<file path="src/rtl/stopwatch_ctrl.sv">
`default_nettype none
// ============================================================================
// Module      : stopwatch_ctrl
// Description : Run/stop/set sequencer between button debouncers and the
//               mm:ss counter; edge detect, FSM, inc auto-repeat.
// Revision    : 1.0 - initial release
// ============================================================================
module stopwatch_ctrl #(
    parameter int REPEAT_DELAY_CYC = 50_000_000,
    parameter int REPEAT_RATE_CYC  = 10_000_000
) (
    input  logic       clk,
    input  logic       rst,
    input  logic       start_lvl,
    input  logic       stop_lvl,
    input  logic       softrst_lvl,
    input  logic       inc_min_lvl,
    input  logic       inc_sec_lvl,
    input  logic       inc_sw,
    input  logic       mode_sw,
    input  logic       tick,
    input  logic       cnt_zero,
    input  logic       cnt_max,
    output logic       cnt_en,
    output logic       cnt_down,
    output logic       cnt_clr,
    output logic       inc_min_p,
    output logic       inc_sec_p,
    output logic [1:0] state,
    output logic       expired
);

    localparam logic [1:0] S_IDLE    = 2'd0;
    localparam logic [1:0] S_RUN     = 2'd1;
    localparam logic [1:0] S_PAUSE   = 2'd2;
    localparam logic [1:0] S_EXPIRED = 2'd3;

    localparam int c_CNT_MAX = (REPEAT_DELAY_CYC > REPEAT_RATE_CYC) ?
                               REPEAT_DELAY_CYC : REPEAT_RATE_CYC;
    localparam int c_CW      = $clog2(c_CNT_MAX + 1);

    localparam logic [c_CW-1:0] c_DELAY = c_CW'(REPEAT_DELAY_CYC);
    localparam logic [c_CW-1:0] c_RATE  = c_CW'(REPEAT_RATE_CYC);
    localparam logic [c_CW-1:0] c_ONE   = {{(c_CW-1){1'b0}}, 1'b1};

    logic [1:0] r_state;
    logic [1:0] w_state_nxt;
    logic       r_mode_q;
    logic       r_cnt_en;
    logic       r_cnt_clr;
    logic       r_expired;
    logic       r_inc_min_p;
    logic       r_inc_sec_p;

    logic       r_start_q;
    logic       r_stop_q;
    logic       r_softrst_q;
    logic [1:0] r_inc_q;

    logic       w_start_rise;
    logic       w_stop_rise;
    logic       w_softrst_rise;
    logic [1:0] w_inc_lvl;
    logic [1:0] w_inc_rise;
    logic [1:0] w_inc_fire;
    logic       w_start_ok;
    logic       w_inc_ok;
    logic       w_cnt_block;

    // Index 0 = seconds button, index 1 = minutes button.
    assign w_inc_lvl      = {inc_min_lvl, inc_sec_lvl};
    assign w_start_rise   = start_lvl   & ~r_start_q;
    assign w_stop_rise    = stop_lvl    & ~r_stop_q;
    assign w_softrst_rise = softrst_lvl & ~r_softrst_q;
    assign w_inc_rise     = w_inc_lvl   & ~r_inc_q;

    // A timer sitting at 00:00 has nothing to count down, so start is refused.
    assign w_start_ok  = ~(r_mode_q & cnt_zero);
    assign w_cnt_block = r_mode_q ? cnt_zero : cnt_max;

    // Inc buttons lose to any control button pressed in the same cycle.
    assign w_inc_ok = ((r_state == S_IDLE) || (r_state == S_PAUSE)) &&
                      !w_softrst_rise && !w_stop_rise && !w_start_rise;

    always_ff @(posedge clk) begin
        if (rst) begin
            r_start_q   <= 1'b0;
            r_stop_q    <= 1'b0;
            r_softrst_q <= 1'b0;
            r_inc_q     <= 2'b00;
        end else begin
            r_start_q   <= start_lvl;
            r_stop_q    <= stop_lvl;
            r_softrst_q <= softrst_lvl;
            r_inc_q     <= w_inc_lvl;
        end
    end

    always_comb begin
        w_state_nxt = r_state;
        case (r_state)
            S_IDLE: begin
                if (!w_softrst_rise && w_start_rise && w_start_ok)
                    w_state_nxt = S_RUN;
            end
            S_RUN: begin
                if (w_softrst_rise)
                    w_state_nxt = S_IDLE;
                else if (w_stop_rise)
                    w_state_nxt = S_PAUSE;
                else if (r_mode_q && cnt_zero)
                    w_state_nxt = S_EXPIRED;
                else if (!r_mode_q && tick && cnt_max)
                    w_state_nxt = S_PAUSE;
            end
            S_PAUSE: begin
                if (w_softrst_rise)
                    w_state_nxt = S_IDLE;
                else if (w_start_rise && w_start_ok)
                    w_state_nxt = S_RUN;
            end
            S_EXPIRED: begin
                if (w_softrst_rise || w_stop_rise || w_start_rise)
                    w_state_nxt = S_IDLE;
            end
            default: w_state_nxt = S_IDLE;
        endcase
    end

    always_ff @(posedge clk) begin
        if (rst) begin
            r_state     <= S_IDLE;
            r_mode_q    <= 1'b0;
            r_cnt_en    <= 1'b0;
            r_cnt_clr   <= 1'b0;
            r_expired   <= 1'b0;
            r_inc_min_p <= 1'b0;
            r_inc_sec_p <= 1'b0;
        end else begin
            r_state     <= w_state_nxt;
            if (r_state == S_IDLE)
                r_mode_q <= mode_sw;
            r_cnt_en    <= (r_state == S_RUN) && tick && !w_softrst_rise && !w_cnt_block;
            r_cnt_clr   <= w_softrst_rise;
            r_expired   <= (w_state_nxt == S_EXPIRED);
            r_inc_min_p <= w_inc_fire[1];
            r_inc_sec_p <= w_inc_fire[0];
        end
    end

    // Per-button repeat timer: r_cnt counts cycles since the last pulse,
    // r_arm selects the initial delay or the steady repeat interval.
    genvar gi;
    generate
        for (gi = 0; gi < 2; gi++) begin : g_rep
            logic [c_CW-1:0] r_cnt;
            logic            r_arm;
            logic            w_hit;

            assign w_hit = (r_cnt != '0) && (r_cnt == (r_arm ? c_RATE : c_DELAY));

            always_ff @(posedge clk) begin
                if (rst) begin
                    r_cnt <= '0;
                    r_arm <= 1'b0;
                end else if (!w_inc_ok || !w_inc_lvl[gi] || !inc_sw) begin
                    r_cnt <= '0;
                    r_arm <= 1'b0;
                end else if (w_inc_rise[gi]) begin
                    r_cnt <= c_ONE;
                    r_arm <= 1'b0;
                end else if (w_hit) begin
                    r_cnt <= c_ONE;
                    r_arm <= 1'b1;
                end else if (r_cnt != '0) begin
                    r_cnt <= r_cnt + c_ONE;
                end
            end

            assign w_inc_fire[gi] = w_inc_ok &&
                                    (w_inc_rise[gi] || (inc_sw && w_inc_lvl[gi] && w_hit));
        end
    endgenerate

    assign cnt_en    = r_cnt_en;
    assign cnt_down  = r_mode_q;
    assign cnt_clr   = r_cnt_clr;
    assign inc_min_p = r_inc_min_p;
    assign inc_sec_p = r_inc_sec_p;
    assign state     = r_state;
    assign expired   = r_expired;

endmodule
`default_nettype wire

</file>
<file path="config.mk">
export PLATFORM = sky130hd
export DESIGN_NAME = stopwatch_ctrl
export DESIGN_NICKNAME = d
export VERILOG_FILES = /design/src/rtl/stopwatch_ctrl.sv
export SDC_FILE = /design/constraint.sdc
export NUM_CORES = 1
export LEC_CHECK = 0
export CAP_MARGIN = 20
export CORE_ASPECT_RATIO = 0.7
export CORE_MARGIN = 2
export CORE_UTILIZATION = 45
export CTS_CLUSTER_DIAMETER = 100
export DETAILED_ROUTE_END_ITERATION = 6
export DONT_BUFFER_PORTS = 1
export HOLD_SLACK_MARGIN = 0.1
export PLACE_DENSITY_LB_ADDON = 0.25
export SYNTH_ARGS = -nofsm -noshare
export SYNTH_HDL_FRONTEND = slang
export SYNTH_SLANG_ARGS = --single-unit
</file>
<file path="constraint.sdc">
create_clock -name clk -period 2.8 [get_ports clk]
set_input_delay 0.56 -clock clk [delete_from_list [all_inputs] [get_ports clk]]
set_output_delay 0.56 -clock clk [all_outputs]
set_load 0.05 [all_outputs]
</file>
# After elaboration in Yosys (flattened, before gate mapping)
# Index checks and enable logic that the tools add are counted.
# Widths: inputs -> output; s select.
[op_classes]
n_addsub = 2
multipliers = 0
div_mod_pow = 0
magnitude_cmp = 0
n_eq_ne = 6
shifts = 0
n_mux = 18
bitwise = 10
reduce_logical = 49
[ops]
columns = ["operator", "n"]
rows = [
  ["$add 26x1->26 const B", 2],
  ["$eq 26x26->1", 2],
  ["$mux 26", 2],
  ["$reduce_bool 26->1", 2],
  ["$logic_and 1x1->1", 20],
  ["$mux 2", 8],
  ["$logic_not 1->1", 9],
  ["$logic_or 1x1->1", 9],
  ["$pmux 2 s4", 1],
  ["$reduce_or 4->1", 2],
  ["$mux 1", 7],
  ["$eq 2x2->1 const B", 3],
  ["$reduce_bool 3->1", 2],
  ["$reduce_or 3->1", 2],
  ["$and 1x1->1", 4],
  ["$not 1->1", 4],
  ["$reduce_or 2->1", 2],
  ["$and 2x2->2", 1],
  ["$eq 2x1->1 const B", 1],
  ["$logic_not 2->1", 1],
  ["$not 2->2", 1],
]
[word_totals]
ff_bits = 67
latch_bits = 0
mem_bits_rw = 0
rom_bits = 0
output_inout_bits = 8
n_memories = 0

# Longest topological paths before layout
[depth]
depth_word = 10
depth_mapped = 8
depth_no_buf = 7

# Least setup slack after synthesis
# No wires, ideal clock.
[synth_timing]
path_type = "in2reg"
startpoint = "in stop_lvl"
endpoint = "reg g_rep[1].r_cnt[1]"
setup_time_ns = 0.064
arrival_ns = 1.791
required_ns = 2.736
setup_slack_ns = 0.945
path_stages = 6
path_buffers = 1
path_cell_list = "nor2b_1 -> a21oi_1 -> nor3b_2 -> nand3_2 -> buf_2 -> nor2_1"
[synth_between]
elab_chain_cells = 8
[synth_lines]
columns = ["element", "line_no", "text"]
rows = [
  ["start, declared", "15", "input logic stop_lvl,"],
  ["$and 1x1->1", "73", "assign w_stop_rise = stop_lvl & ~r_stop_q;"],
  ["$logic_not 1->1", "83", "!w_softrst_rise && !w_stop_rise && !w_start_rise;"],
  ["$logic_and 1x1->1 (2 in series)", "83", ""],
  ["$logic_not 1->1", "166", "end else if (!w_inc_ok || !w_inc_lvl[gi] || !inc_sw) begin"],
  ["$logic_or 1x1->1 (2 in series)", "166", ""],
  ["$reduce_or 4->1 (no line)", "n/a", ""],
  ["end signal, assigned", "170", "r_cnt <= c_ONE;"],
  ["end signal, assigned", "173", "r_cnt <= c_ONE;"],
  ["end signal, assigned", "176", "r_cnt <= r_cnt + c_ONE;"],
  ["end, declared", "156", "logic [c_CW-1:0] r_cnt;"],
]
# Every way passes these cells.
# A chain may end at the register's enable or synchronous reset.

# Worst setup path after layout
[layout_timing]
startpoint = "reg r_state[0], in the netlist state[0]"
endpoint = "reg g_rep[1].r_cnt[25]"
[layout_between]
elab_chain_cells = 9
elab_cells_between_ends = 10
cone_classes = "eq/ne: 1; reduce/logical: 9"
[layout_lines]
columns = ["element", "line_no", "text"]
rows = [
  ["start, declared", "46", "logic [1:0] r_state;"],
  ["start signal, assigned", "140", "r_state <= w_state_nxt;"],
  ["$eq 2x2->1 / $logic_not 2->1 (equally long branches)", "82", "assign w_inc_ok = ((r_state == S_IDLE) || (r_state == S_PAUSE)) &&"],
  ["$logic_or 1x1->1 (*)", "82", ""],
  ["$logic_and 1x1->1 (*)", "82", ""],
  ["$logic_and 1x1->1 (*) (2 in series)", "83", ""],
  ["$logic_not 1->1 (*)", "166", ""],
  ["$logic_or 1x1->1 (*) (2 in series)", "166", ""],
  ["$reduce_or 4->1 (no line) (*)", "n/a", ""],
]
# Mark *: on every way between the ends. The rest lies on a longest branch, timed or not.

==> key figures <==
CTS
  • Post-CTS setup buffer count: 0
  • CTS tree: built
  • Clk sinks: 67
  • Clk buf depth: 2
  • Post_cts resized: 0
  • Clk Latency, worst-skew pair: 0.34 ns
  • Cts-stage hold buffer count: 0
  • CTS H-tree depth: 3
  • CTS clk-pin slew, worst paths: 0.07 ns
  • Root buf cell: clkbuf_8
  • CTS Buf Count: 9

Logic synthesis
  • Mapped Nets: 373
  • Post-synth ARST share: 0%
  • Ranking of synthesized cells by area: dfxtp_1 43%, xor2_1 8.7%, nor2_1 6.9%, xnor2_1 5.0%, nand3_1 4.1%
  • Largest area contributor in the netlist: dfxtp_1
  • Commonest register cell after synthesis: dfxtp_1
  • Most frequent cell after synthesis: dfxtp_1
  • Post-Synthesis Cells: 357
  • Area share of the largest cell type after synthesis: 42.8%
  • Mean Syn Cell Area: 8.79 µm²
  • Mapped Area: 3140 µm²
  • #FFs+latches synth: 67
  • Sequential area share after synthesis: 42.8%
  • Synth cell count leaders: 67 x dfxtp_1, 58 x nor2_1, 31 x xor2_1
  • Netlist cell types: 47
  • Synth Warn #: 0
  • Number of flops mapped to enable cells by yosys: 0

Drt
  • WL per Instance: 13.7 µm
  • First DRT Iteration DRCs: 140
  • DR vias: 2449
  • Post-route ant nets: 0
  • DRT Wirelength: 6.30 mm
  • 1st-pass router iterations: 4
  • Via density: 5.34
  • DRC: 0

Die
  • Ports: 20
  • Area of the core: 6760 µm²
  • Die height: 73.9 µm
  • Initial Util: 46.4%
  • Core Rows: 25
  • Die Width: 104 µm
  • Die ar.: 7660 µm²

Placed design
  • Routability congestion estimate: 0.833
  • DP Area: 3200 µm²
  • Placed insts: 443
  • IO buf count: 0
  • Post-placement setup slack: 0.339 ns
  • Dpl hpwl: 4.46 mm

Final layout
  • Share of layout cells above drive strength 1: 6.30%
  • Final nets: 376
  • P&R area growth vs syn: 8.14%
  • Design area: 3390 µm²
  • Core Util, Final: 50.2%
  • Final Non-Filler Cells: 459
  • ANT cells: 0

Global routing
  • First-pass GRT wire length: 10.5 mm
  • Initial antenna violation count: 0
  • GRT Util Overall: 17.6%
  • GRT overflow: 0
  • Vias in the first global route: 2154
  • Largest net degree at the start of global routing: 26

STA
  • Worst Hold Margin: 0.274 ns
  • Worst-Margin Slew: 0.737 ns
  • Fin worst setup slack: 0.630 ns
  • FMAX: 461 MHz
  • Max-slew violation count: 0
  • # setup viols final: 0
  • Final Hold Viols: 0
  • Max_slew headroom: 50.8%
  • Setup_tns: 0 ns
  • Worst Clk Skew: 0.0149 ns
  • Final period utilization: 77.5%
  • Fin crit period: 2.17 ns
  • RSZ-0062 raised after global routing: false

Hold path
  • Hold path depth: 1
  • Worst hold start: rst
  • Hold Path End: cnt_down
  • Hold crit path type: in -> reg

Status
  • Outcome: finished clean

Worst setup path
  • CP max FO: 25
  • Critical path start-end classification: reg -> reg
  • FF-to-FF End: g_rep[1].r_cnt[25]
  • R2r worst-path depth: 3
  • Crit. End Element: flip-flop
  • Required @ worst endpoint: 3.06 ns
  • Critical path arrival: 2.43 ns
  • Critical Path Source Type: flip-flop
  • Reg-to-reg slack, setup: 0.63 ns
  • RR Startpoint: state[0]

Pwr
  • Combinational Power Share: 1.7%
  • Clk pwr share: 44.0%
  • Leakage power: 1.13 nW
  • Final total power: 1.81 mW
  • Maximum vdd ir drop: 235 µV
  • Reg power frac: 54.3%
  • Total power per unit cell area: 534 nW/µm²
  • Switch share: 23.1%
  • Switching pwr: 0.419 mW
  • Internal: 1.39 mW

Run
  • Number of max-cap violations: 0
cell families after synthesis:
kind of cell / count (synthesis) / synth area share (%)
simple gates: 192 / 33.2
flops: 67 / 42.8
xor+xnor: 49 / 13.7
compound gates: 22 / 4.59
buf+inv: 20 / 3.19
fa+ha+maj: 4 / 1.60
mux: 3 / 0.957
worst max-delay path, stage by stage, from the launching register on:
cell and delay (ns):
dfxtp_1 0.56, nor3b_2 0.62, nand3_2 0.59, nor3_1 0.32
cell type report:
| class | count | area (µm²) |
|---|---|---|
| clock buffers | 11 | 131 |
| clock inverters | 5 | 61.3 |
| fillers | 686 | 3360 |
| inverters | 12 | 45.0 |
| multi-input cells | 270 | 1700 |
| flip-flops and latches | 67 | 1340 |
| well taps | 94 | 118 |
power groups by stage:
stage	Clock (mW)	Combinational, mW	Sequential, mW
after floorplan	0	0.0307	1.00
after global placement	0	0.0313	1.00
after detailed placement	0	0.0317	1.00
after CTS	0.822	0.0318	0.982
after global routing	0.867	0.0358	0.984
final	0.797	0.0316	0.983
placed cells by master, fill, tap and decap left out, types with 2 or more instances in the layout:
| cell type | instances |
|---|---|
| mux2i_1 | 3 |
| nor3_1 | 11 |
| nand4_1 | 16 |
| xor2_1 | 31 |
| nor2b_1 | 9 |
| clkinv_4 | 2 |
| o21ai_0 | 3 |
| nand2b_1 | 2 |
| dfxtp_1 | 67 |
| xnor2_1 | 18 |
| clkbuf_8 | 9 |
| and2_1 | 4 |
| a31oi_1 | 3 |
| a21oi_1 | 7 |
| a211o_1 | 2 |
| clkbuf_1 | 2 |
| ha_1 | 4 |
| inv_1 | 12 |
| and4_1 | 6 |
| o2111ai_1 | 2 |
| nand2_1 | 22 |
| nor4_1 | 9 |
| nand3_1 | 26 |
| and3_1 | 11 |
| nor4b_1 | 2 |
| nor2_1 | 58 |
sequential cells by signal, indices dropped and copies added, names as in the netlist:
register,flops
r_start_q,1
r_stop_q,1
inc_min_p,1
r_inc_q,2
state,2
inc_sec_p,1
r_softrst_q,1
g_rep.r_cnt,52
expired,1
cnt_clr,1
cnt_en,1
g_rep.r_arm,2
cnt_down,1
per-layer routing:
metal	vias to the layer above	wire length (µm)	GRT usage (%)
met5	-	0	0
met4	0	44	6.61
met3	4	395	7.54
met2	56	2430	23.0
met1	1133	3420	25.2
li1	1256	-	-
worst max path at each step:
| stage | end | from | slack (ns) | cells after the start |
|---|---|---|---|---|
| finish | g_rep[1].r_cnt[25] | state[0] | 0.63 | 3 |
| global route | g_rep[1].r_cnt[24] | state[0] | 0.46 | 3 |
| CTS | g_rep[1].r_cnt[25] | state[0] | 0.62 | 3 |
| detailed placement | g_rep[1].r_cnt[25] | stop_lvl | 0.34 | 5 |
| global placement | g_rep[1].r_cnt[24] | stop_lvl | 0.45 | 5 |
| floorplan | g_rep[1].r_cnt[1] | stop_lvl | 0.95 | 6 |
Note: power is estimated with default switching activity, not from simulation.
==> RTL change 1 (config.mk and constraints unchanged) <==
Add an input register stage for `mode_sw`, without a reset; this delays it by one clock. The other inputs are not delayed to match.
--- a/src/rtl/stopwatch_ctrl.sv
+++ b/src/rtl/stopwatch_ctrl.sv
@@ -44,4 +44,10 @@
     localparam logic [c_CW-1:0] c_ONE   = {{(c_CW-1){1'b0}}, 1'b1};
 
+    logic mode_sw_q;
+
+    always_ff @(posedge clk) begin
+        mode_sw_q <= mode_sw;
+    end
+
     logic [1:0] r_state;
     logic [1:0] w_state_nxt;
@@ -140,5 +146,5 @@
             r_state     <= w_state_nxt;
             if (r_state == S_IDLE)
-                r_mode_q <= mode_sw;
+                r_mode_q <= mode_sw_q;
             r_cnt_en    <= (r_state == S_RUN) && tick && !w_softrst_rise && !w_cnt_block;
             r_cnt_clr   <= w_softrst_rise;
Formal check against the unedited RTL: not equivalent (a bounded check fails within 4 cycles, from zero or initial values and one cycle with rst high).
==> RTL change 1 against the original RTL <==
Setup slack improved by 0.030 ns. Total power up 5.4%. Routed wire length shrank 0.75%. First-iteration DRC count fell by 19%. Cell area increased by 1.3%. Via count is 1.1% lower. Synthesized area grew 0.64%. Hold slack got worse by 0.037 ns. Sequential share of layout area is 0.079 points higher. Synthesized cell count is 0.28% higher. Sequential cell count up 1. Largest cell class unchanged.
==> RTL change 1: results (changes against the original RTL) <==
- Placed cell areas: 0.00322 mm² (+0.63%)
- Seq pwr share: 52.3% (-2.0 points)
- Longest Clk Path Bufs: 2 (unchanged)
- Root Driver: clkbuf_8
- Internal power: 1.49 mW (+7.2%)
- Post-synth ARST share: 0% (unchanged)
- Synth top cells by count: 68 x dfxtp_1, 58 x nor2_1, 31 x xor2_1
- WHS Path Cells: 0 (-1)
- Initial drt markers: 113 (-19%)
- Global-route wire length before repair: 10700 µm (+1.0%)
- Slowest cell delay on critical path: 0.59 ns (-0.03 ns)
- Share of cells above drive strength 1: 6.56% (+0.26 points)
- R2r startpoint: state[0]
- Ys flop type: dfxtp_1
- Gp weighted congestion: 0.822 (-1.4%)
- Reg2Reg Setup Slack: 0.66 ns (+0.03 ns)
- Largest cells by area after synthesis: dfxtp_1 43%, xor2_1 8.6%, nor2_1 6.9%, xnor2_1 5.0%, nand3_1 4.1%
- Initial antenna violation count: 0 (unchanged)
- Pre-CTS WS: 0.356 ns (+0.0168 ns)
- Count of unique library cells instantiated by Yosys: 47 (unchanged)
- Combinational power: 0.0319 mW
- Vias in the first global route: 2239 (+3.9%)
- Hold slack: 0.237 ns (-0.0372 ns)
- Post_cts resized: 0 (unchanged)
- Worst path arrival time: 2.40 ns (-0.03 ns)
- Combinational group share of total power: 1.7% (about the same)
- Syn. warnings: 0 (unchanged)
- Lkg Pwr: 1.14 nW (+1.2%)
- Via density: 5.27 (-1.3%)
- DR WL/cell: 13.6 µm (-0.96%)
- Hold EP: mode_sw_q
- Maximum vdd drop: 0.198 mV (-16%)
- Number of inserted diodes: 0 (unchanged)
- Slew @ Worst Pin: 0.738 ns (+0.000842 ns)
- Outcome: finished, final reports clean
- # H-tree levels: 3 (unchanged)
- Drt pass-1 iters: 4 (unchanged)
- Seq/Total Area, Yosys: 43.1% (+0.36 points)
- Crit path max fanout: 25 (unchanged)
- Final worst clock skew: 0.0102 ns (-0.00471 ns)
- DP Wirelength: 4350 µm (-2.5%)
- DP Cell Count: 444 (+0.23%)
- Mapped Nets: 374 (+0.27%)
- Worst R2R Path Depth: 3 (unchanged)
- Syn avg cell area: 8.82 µm² (+0.36%)
- Vias: 2423 (-1.1%)
- Most flop-heavy register: g_rep.r_cnt
- Post-CTS Setup Inserts: 0 (unchanged)
- Nets: 377 (+0.27%)
- Fmax: 467 MHz (+1.4%)
- Hold Path Origin: mode_sw
- Max reg flops: 52 (unchanged)
- Clock transition at path regs: 0.07 ns (about the same)
- Total CTS buffers: 9 (unchanged)
- Hold WC Path Type: primary input to register
- All-Layer GR Usage: 17.6% (-0.028 points)
-- RTL change 1: final cells by class --
class                   instances  area (µm²)
fillers                       632        3320
clock inverters                 6        88.8
inverters                      12        45.0
well taps                      94         118
flip-flops and latches         68        1360
clock buffers                  10         128
multi-input cells             270        1700
-- RTL change 1: worst max-delay path: cells and delay by family, from the launching register on --
family           cells  cell delay, ns
DFF                  1            0.56
and+or+nand+nor      3            1.49
-- RTL change 1: cell families (layout without fill, tap and decap cells) --
family | Yosys count | count (layout) | share of synthesized area [%]
buf+inv | 20 | 28 | 3.17
simple gates | 192 | 192 | 33.0
flops | 68 | 68 | 43.1
fa+ha+maj | 4 | 4 | 1.59
compound gates | 22 | 22 | 4.56
mux | 3 | 3 | 0.951
xor+xnor | 49 | 49 | 13.6
-- RTL change 1: routing by layer --
metal / up-vias / global-route usage (%) / routed length, µm
met3: 2 / 6.84 / 370
met5: - / 0 / 0
met1: 1106 / 24.5 / 3420
li1: 1256 / - / -
met4: 0 / 5.41 / 31
met2: 59 / 25.1 / 2430
==> RTL change 2 (same settings) <==
Made on the original files. `REPEAT_DELAY_CYC`: 50_000_000 -> 200_000_000.
--- a/src/rtl/stopwatch_ctrl.sv
+++ b/src/rtl/stopwatch_ctrl.sv
@@ -7,5 +7,5 @@
 // ============================================================================
 module stopwatch_ctrl #(
-    parameter int REPEAT_DELAY_CYC = 50_000_000,
+    parameter int REPEAT_DELAY_CYC = 200_000_000,
     parameter int REPEAT_RATE_CYC  = 10_000_000
 ) (
Formal check against the unedited RTL: same outputs for any inputs over 10 cycles, from zero or initial values and one cycle with rst high; that may be too few to reach the edited logic, so the function may still have changed.
==> RTL change 2 against the original RTL <==
Total power fell by 1.2%. Setup slack got worse by 0.10 ns. Core utilization fell by 0.24 points. Critical endpoint is now g_rep[0].r_cnt[15]. Sequential cell count rose by 4. Synthesized area rose by 8.2%. Non-clock buffer count rose by 3. Routed wire length rose by 7.8%. Cell area rose by 7.3%. Sequential share of layout area fell by 0.51 points. Via count rose by 11%.
==> RTL change 2: results (changes against the original RTL) <==
- Hold slack: 0.267 ns (-0.00742 ns)
- R2r startpoint: g_rep[0].r_cnt[7]
- Drt pass-1 iters: 4 (unchanged)
- Pre-CTS WS: 0.538 ns (+0.199 ns)
- Worst R2R Path Depth: 5 (+2)
- DP Cell Count: 486 (+9.7%)
- Nets: 415 (+10%)
- Slew @ Worst Pin: 0.742 ns (+0.00517 ns)
- Syn avg cell area: 8.55 µm² (-2.7%)
- Count of unique library cells instantiated by Yosys: 41 (-13%)
- DP Wirelength: 4830 µm (+8.5%)
- Synth top cells by count: 76 x nor2_1, 71 x dfxtp_1, 29 x nand2_1
- Largest cells by area after synthesis: dfxtp_1 42%, nor2_1 8.4%, xor2_1 7.2%, xnor2_1 5.9%, nand4_1 3.3%
- Mapped Nets: 413 (+11%)
- Routed Wire Length: 6790 µm (+7.8%)
- Post-synth ARST share: 0% (unchanged)
- Min Clock Period, post-route: 2.27 ns (+0.105 ns)
- Initial drt markers: 175 (+25%)
- Maximum vdd drop: 0.226 mV (-3.9%)
- Via density: 5.42 (+1.6%)
- Pin count of the biggest net entering global routing: 28 (+7.7%)
- Outcome: finished, final reports clean
- Reg2Reg Setup Slack: 0.53 ns (-0.10 ns)
- All-Layer GR Usage: 18.2% (+0.66 points)
- Root Driver: clkbuf_8
- WHS Path Cells: 1 (unchanged)
- Global-route wire length before repair: 12100 µm (+15%)
- Max reg flops: 56 (+7.7%)
- Seq/Total Area, Yosys: 41.9% (-0.87 points)
- Worst path arrival time: 2.48 ns (+0.05 ns)
- Vias: 2722 (+11%)
- Reg2Reg Capture Point: g_rep[0].r_cnt[15]
- Placed cell areas: 0.00347 mm² (+8.4%)
- Vias in the first global route: 2519 (+17%)
- Final worst clock skew: 0.0101 ns (-0.00480 ns)
- Crit path max fanout: 27 (+8.0%)
- Gp weighted congestion: 0.848 (+1.8%)
- Lkg Pwr: 1.12 nW (-0.86%)
## RTL change 2: changes by cell type after synthesis, moves of 4 or more
cell,before,now
xnor2_1,18,23
nand3_1,26,20
or3_1,0,5
nor4_1,9,5
nand2_1,22,29
nor2_1,58,76
dfxtp_1,67,71
nand2b_1,2,8
## RTL change 2: power breakdown
part	total, mW	switching (mW)	internal [mW]	leakage [nW]
combinational	0.0338	0.0196	0.0142	0.465
clock	0.721	0.396	0.326	0.0829
sequential	1.03	0.0165	1.02	0.574
total	1.79	0.432	1.36	1.12
## RTL change 2: logic make-up (layout without fill, tap and decap cells)
family / count (synthesis) / after routing / synth area share (%)
simple gates: 224 / 224 / 34.6
buf+inv: 24 / 31 / 3.80
flops: 71 / 71 / 41.9
compound gates: 21 / 21 / 4.54
mux: 2 / 2 / 0.590
fa+ha+maj: 4 / 4 / 1.47
xor+xnor: 51 / 51 / 13.2
## RTL change 2: metal layers
layer | vias up | global-route usage, % | share of wire, %
met5 | - | 0 | 0
met4 | 0 | 5.26 | 0.74
met3 | 6 | 6.21 | 7.4
met2 | 80 | 24.3 | 39
met1 | 1262 | 27.4 | 53
li1 | 1374 | - | -
## RTL change 2: worst max-delay path, cell delays in order (launching register included)
cell and delay (ns):
dfxtp_1 0.38, or4_1 0.59, nor4_2 0.32, o2111ai_2 0.20, nand4_2 0.50, nor2_1 0.13
## RTL change 2: layout make-up
cell class                      count  area [µm²]
Fill cell                         706        3650
Multi-Input combinational cell    302        1840
Sequential cell                    71        1420
Clock buffer                       10         128
Tap cell                           98         123
Clock inverter                      6        46.3
Inverter                           12        45.0
Timing Repair Buffer                3        35.0
